--- config.mk ---
export PLATFORM = sky130hd
export DESIGN_NAME = exp_pipe_control
export DESIGN_NICKNAME = d
export VERILOG_FILES = /design/src/rtl/exp_pipe_control.sv
export SDC_FILE = /design/constraint.sdc
export NUM_CORES = 1
export LEC_CHECK = 0
export ABC_CLOCK_PERIOD_IN_PS = 1500
export CORE_UTILIZATION = 28
export CTS_CLUSTER_SIZE = 10
export DETAILED_ROUTE_END_ITERATION = 10
export PLACE_DENSITY = 0.63
export REMOVE_ABC_BUFFERS = 1
export SYNTH_ARGS = -nofsm -noshare
export SYNTH_HDL_FRONTEND = slang
export SYNTH_SLANG_ARGS = --single-unit
--- constraint.sdc ---
create_clock -name CLK -period 1.5 [get_ports CLK]
set_input_delay 0.15 -clock CLK [delete_from_list [all_inputs] [get_ports CLK]]
set_output_delay 0.15 -clock CLK [all_outputs]
set_load 0.05 [all_outputs]
--- src/rtl/exp_pipe_control.sv ---
// Control sequencer for a NUM_STAGES-deep exponent datapath: IDLE -> RUN (one stage enable per cycle) -> DONE.
// Optional debug outputs d_state/d_stg exist only when EXP_CTRL_DEBUG_EN is defined.
module exp_pipe_control #(
    parameter int NUM_STAGES = 4,
    parameter int CNT_W      = 3
) (
    input  logic                  CLK,
    input  logic                  rst_n,
    input  logic                  start,
    input  logic                  abort,
    input  logic                  load_input,
    output logic                  input_ready,
    output logic [NUM_STAGES-1:0] stage_en,
    output logic                  out_valid,
    input  logic                  out_accept,
    output logic                  busy,
    output logic                  overrun
`ifdef EXP_CTRL_DEBUG_EN
    ,
    output logic [1:0]            d_state,
    output logic [CNT_W-1:0]      d_stg
`endif
);

    typedef enum logic [1:0] {
        S_IDLE = 2'd0,
        S_RUN  = 2'd1,
        S_DONE = 2'd2
    } state_e;

    localparam logic [CNT_W-1:0] LAST_STG = CNT_W'(NUM_STAGES - 1);

    state_e           state_q, state_d;
    logic [CNT_W-1:0] stg_q, stg_d;
    logic             pending_q, pending_d;
    logic             overrun_q, overrun_d;
    logic             consume;
    logic             load_acc;

    always_ff @(posedge CLK or negedge rst_n) begin
        if (!rst_n) begin
            state_q   <= S_IDLE;
            stg_q     <= '0;
            pending_q <= 1'b0;
            overrun_q <= 1'b0;
        end else begin
            state_q   <= state_d;
            stg_q     <= stg_d;
            pending_q <= pending_d;
            overrun_q <= overrun_d;
        end
    end

    // consume marks the cycle whose edge enters RUN stg=0; abort suppresses it
    always_comb begin
        consume = 1'b0;
        case (state_q)
            S_IDLE:  consume = start & pending_q;
            S_DONE:  consume = out_accept & pending_q;
            default: consume = 1'b0;
        endcase
        consume = consume & ~abort;
    end

    always_comb begin
        state_d = state_q;
        stg_d   = stg_q;
        if (abort) begin
            state_d = S_IDLE;
            stg_d   = '0;
        end else begin
            case (state_q)
                S_IDLE: begin
                    stg_d = '0;
                    if (consume) state_d = S_RUN;
                end
                S_RUN: begin
                    if (stg_q == LAST_STG) begin
                        state_d = S_DONE;
                        stg_d   = '0;
                    end else if (stg_q < LAST_STG) begin
                        stg_d = stg_q + 1'b1;
                    end else begin
                        state_d = S_IDLE;
                        stg_d   = '0;
                    end
                end
                S_DONE: begin
                    stg_d = '0;
                    if (out_accept) state_d = consume ? S_RUN : S_IDLE;
                end
                default: begin
                    state_d = S_IDLE;
                    stg_d   = '0;
                end
            endcase
        end
    end

    always_comb begin
        input_ready = ~abort & (~pending_q | consume);
        out_valid   = (state_q == S_DONE);
        busy        = (state_q != S_IDLE);
        stage_en    = '0;
        if (state_q == S_RUN && stg_q <= LAST_STG) begin
            stage_en = NUM_STAGES'(1) << stg_q;
        end
    end

    // a new load on the consuming edge keeps pending set; overrun ignores aborted cycles
    always_comb begin
        load_acc  = load_input & input_ready;
        overrun_d = overrun_q | (load_input & ~input_ready & ~abort);
        pending_d = pending_q;
        if (abort) begin
            pending_d = 1'b0;
        end else if (load_acc) begin
            pending_d = 1'b1;
        end else if (consume) begin
            pending_d = 1'b0;
        end
    end

    assign overrun = overrun_q;

`ifdef EXP_CTRL_DEBUG_EN
    assign d_state = state_q;
    assign d_stg   = stg_q;
`endif

endmodule

==> results <==
- The average instance in the mapped netlist occupies 10.0 um2.
- The number of max-cap violations is 0.
- The checks that failed: negative setup slack.
- The total setup buffers inserted after CTS is 0.
- Summed over all cells, the static leakage comes to 0.326 nW.
- Summing all flip-flop and latch instances after layout gives 175 um2.
- The global-route total usage across every layer is 12.1%.
- The number of placed I/O pins is 14.
- In this run the tightest slew margin relative to its limit is 80.4%.
- The min-delay analysis places its worst path in the category input pin to asynchronous set/reset pin.
- The critical path is of the register to primary output type.
- The number of antenna violations at the first check in global routing was 0.
- The maximum number of pins on one net before global-route repair is 8.
- The multi-input combinational cell area is 246 um2.
- Global routing consumed, on the met2 layer, 17.7% of the routing resources.
- Across all setup checks in the final design, the least slack found is -123 ps.
- The cell count after synthesis is 41.
- The maximum fanout along the worst path is 3.
- The flow ran to the end, but the final reports show violations.
- After global routing, the most crowded layer is met2.
- Port buffering added 13 buffers.
- Counting flops and latches in the post-synthesis netlist gives 7.
- The placeable core region is 1330 um2.
- From synthesis to final layout, the design area changed by 65.9%.
- Setup violations remaining at the end of the flow were counted as 5.
- No sink is reached through more buffers than the 2 on the longest clock path.
- Data on the critical path arrives at its endpoint at 1470 ps.
- Among cell families on the critical path, the largest total delay comes from flip-flops.
- The cell area that synthesis handed to floorplanning was 410 um2.
- After filler insertion, the fill cell instance count of the layout stands at 125.
- The clock period minus final worst setup slack is 1620 ps.
- The number of nets in the finished design is 74.
- The detailed-router iteration count before antenna repair is 1.
- The slew at the pin with the worst max-slew slack is 294 ps.
- Yosys mapped the design onto 20 distinct sky130hd cell types.
- The slowest stage of the critical path belongs to the cell sky130_fd_sc_hd__dfrtp_1.
- The final cell count without fillers is 77.
- The repair_antennas step left the layout with diodes totalling 0.
- The post-route DRC violation count is 0.
- The clock tree from TritonCTS is built.
- The number of buffers and inverters on the critical path is 1.
- The die covers 1620 um2.
- The maximum single-stage delay on the critical path is 390 ps.
- In this run, the number of DRC markers left after iteration 0 of detailed routing was 0.
- The signal on the critical path passes through ha_2, ha_4, o21a_1, and2_1, buf_6.
- The via count of the first global-routing pass is 309.
- CTS placed an instance of sky130_fd_sc_hd__clkbuf_4 at the clock tree root.
- The number of routed nets with antenna violations is 0.
- The post-DP HPWL is 600 um.
- The met1 global-route usage is 14.1%.
- The latest clock arrival within the worst-skew pair is 250 ps.
- Static timing analysis puts the maximum clock frequency at 616 MHz.
- The total count of hold-check failures in the final report was 0.
- Including well taps, the total number of placed cells is 73.
- The power density over cell area is 672 nW/um2.
- The number of pins exceeding their max-slew limit in the final report is 0.
- The Yosys step of the flow raised 0 warnings.
- The critical path data required time is 1350 ps.
- The critical path endpoint category is a primary output.
- Wires add up to 792 um.
- The startpoint class of the critical path is a register.
- Hold is met by 150 ps.
- The worst clock skew on the final layout is 0.451 ps.
- VDD sags by at most 0.000462 V.
- The count of standard-cell rows is 13.
- CTS built an H-tree with a depth of 1.
- In this run the vertical extent of the chip is 40.3 um.
- Dividing the detail-routed via count by the number of cells gives 4.39.
- Of the cells placed in the final design, the portion with a size suffix greater than 1 is 41.9%.
- The post-CTS clock slew at the launch and capture registers of the worst setup and hold paths is 50 ps.
- The design draws 0.458 mW.
- Setup repair after global routing could not meet its margin everywhere.
- For this run the aggregate overflow at the end of global routing stands at 0.
- Measured along the x axis, the die boundary spans 40.3 um.
- OpenSTA, run right after detailed placement, puts the worst setup slack at -20.0 ps.
- The first global-routing pass estimated 1.20 mm of wire.
- The met3 capacity usage during global routing is 2.22%.
- The clock net in this run drives a total of 7 sinks.
- For this block, the via count after detailed routing is 338.
- The period utilization is 108%.
- Buffers inserted during clock tree synthesis total 3.
- The final weighted congestion in routability-driven placement is 0.716.
- In the final routed layout, each cell accounts on average for 10.3 um.
- The initial utilization of the core area, before any placement, comes to 30.8%.
- The portion of the post-synthesis area used by sequential elements is 42.7%.
[through the flow]
stage	utilization (%)	TNS, ps	instance area (um2)
after floorplan	-	-150	407
after global placement	44.8	-19.0	598
after detailed placement	44.8	-20.0	598
after CTS	50.1	-419	668
after global routing	51.0	-624	681
final	51.0	-375	681
[synth_stat cells]
master	number	area, um2
sky130_fd_sc_hd__mux2i_1	1	10.0
sky130_fd_sc_hd__o31ai_1	1	7.51
sky130_fd_sc_hd__nand3b_1	1	7.51
sky130_fd_sc_hd__and2_1	3	18.8
sky130_fd_sc_hd__nand2_1	1	3.75
sky130_fd_sc_hd__o21a_1	1	7.51
sky130_fd_sc_hd__inv_1	6	22.5
sky130_fd_sc_hd__or3b_1	1	8.76
sky130_fd_sc_hd__nor3b_1	3	22.5
sky130_fd_sc_hd__ha_1	5	62.6
sky130_fd_sc_hd__dfrtp_1	7	175
sky130_fd_sc_hd__and2b_2	1	8.76
sky130_fd_sc_hd__buf_1	1	3.75
sky130_fd_sc_hd__nor2_1	1	3.75
sky130_fd_sc_hd__o21ai_0	1	5.00
sky130_fd_sc_hd__or2_2	1	6.26
sky130_fd_sc_hd__nor3_1	1	5.00
sky130_fd_sc_hd__a21oi_1	3	15.0
sky130_fd_sc_hd__and3b_2	1	10.0
sky130_fd_sc_hd__nor2b_1	1	6.26
[power by group]
part | switching (mW) | internal [mW] | leakage, nW
clock | 0.0689 | 0.101 | 0.0150
sequential | 0.00403 | 0.193 | 0.0906
combinational | 0.0446 | 0.0451 | 0.221
[state kept, by name, summed over array words and instances, names as in the netlist]
register	flops
stg_q	3
state_q	2
overrun	1
pending_q	1
[cell type report]
class / instances / share of cell area, %
multi-input cells: 27 / 36.2
repair buffers: 18 / 28.1
flip-flops and latches: 7 / 25.7
clock buffers: 4 / 3.86
inverters: 6 / 3.31
well taps: 15 / 2.76
[final timing paths]
check | startpoint | end | slack (ps) | cells after the start
worst max-delay path | stg_q[1] | stage_en[0] | -120 | 5
worst min-delay path | rst_n | stg_q[2] | 150 | 1
worst max register to register | state_q[1] | overrun | 240 | 4
worst min register to register | overrun | overrun | 480 | 2
max in group asynchronous | rst_n | overrun | 1130 | 1
min in group CLK | load_input | pending_q | 460 | 3
[logic make-up after synthesis]
logic type / Yosys count / synth area share [%]
compound gates: 6 / 8.54
fa+ha+maj: 5 / 15.2
buf+inv: 7 / 6.40
flops: 7 / 42.7
mux: 1 / 2.44
simple gates: 15 / 24.7
[layout by cell type (no fill, tap or decap)]
cell,count
sky130_fd_sc_hd__and3b_2,1
sky130_fd_sc_hd__nand3b_1,1
sky130_fd_sc_hd__nor3b_1,2
sky130_fd_sc_hd__and2_4,1
sky130_fd_sc_hd__buf_4,7
sky130_fd_sc_hd__or2_2,1
sky130_fd_sc_hd__or3b_1,1
sky130_fd_sc_hd__buf_12,2
sky130_fd_sc_hd__o31ai_1,1
sky130_fd_sc_hd__clkbuf_1,1
sky130_fd_sc_hd__ha_4,1
sky130_fd_sc_hd__nor3b_2,1
sky130_fd_sc_hd__o21a_1,1
sky130_fd_sc_hd__mux2i_2,1
sky130_fd_sc_hd__buf_8,1
sky130_fd_sc_hd__clkdlybuf4s50_1,5
sky130_fd_sc_hd__and2_1,2
sky130_fd_sc_hd__nor2b_4,1
sky130_fd_sc_hd__o21ai_2,1
sky130_fd_sc_hd__a21oi_1,3
sky130_fd_sc_hd__nand2_1,1
sky130_fd_sc_hd__dfrtp_1,7
sky130_fd_sc_hd__and2b_2,1
sky130_fd_sc_hd__buf_6,3
sky130_fd_sc_hd__clkbuf_4,3
sky130_fd_sc_hd__nor2_1,1
sky130_fd_sc_hd__inv_1,6
sky130_fd_sc_hd__ha_1,3
sky130_fd_sc_hd__nor3_1,1
sky130_fd_sc_hd__ha_2,1
[repair_timing]
action | in CTS | in global routing
gates resized for setup | 12 | 3
pin swaps | 5 | 1
endpoints found under the setup margin | 5 | 5
hold buffers | 0 | 0
[per-layer routing]
| layer | up-vias | routed length (um) | share of wire, % |
|---|---|---|---|
| met1 | 152 | 324 | 41 |
| met5 | - | 0 | 0 |
| met2 | 10 | 407 | 51 |
| met4 | 0 | 10 | 1.3 |
| met3 | 2 | 50 | 6.3 |
| li1 | 174 | - | - |
[worst reg2reg max path, delay by kind of cell, from the launching register on]
| family | cells | cell delay, ps |
|---|---|---|
| DFF | 1 | 430 |
| muxes | 1 | 300 |
| AOI/OAI and AO/OA | 2 | 300 |
| buffers and inverters | 1 | 140 |
(Power assumes the default switching activity.)
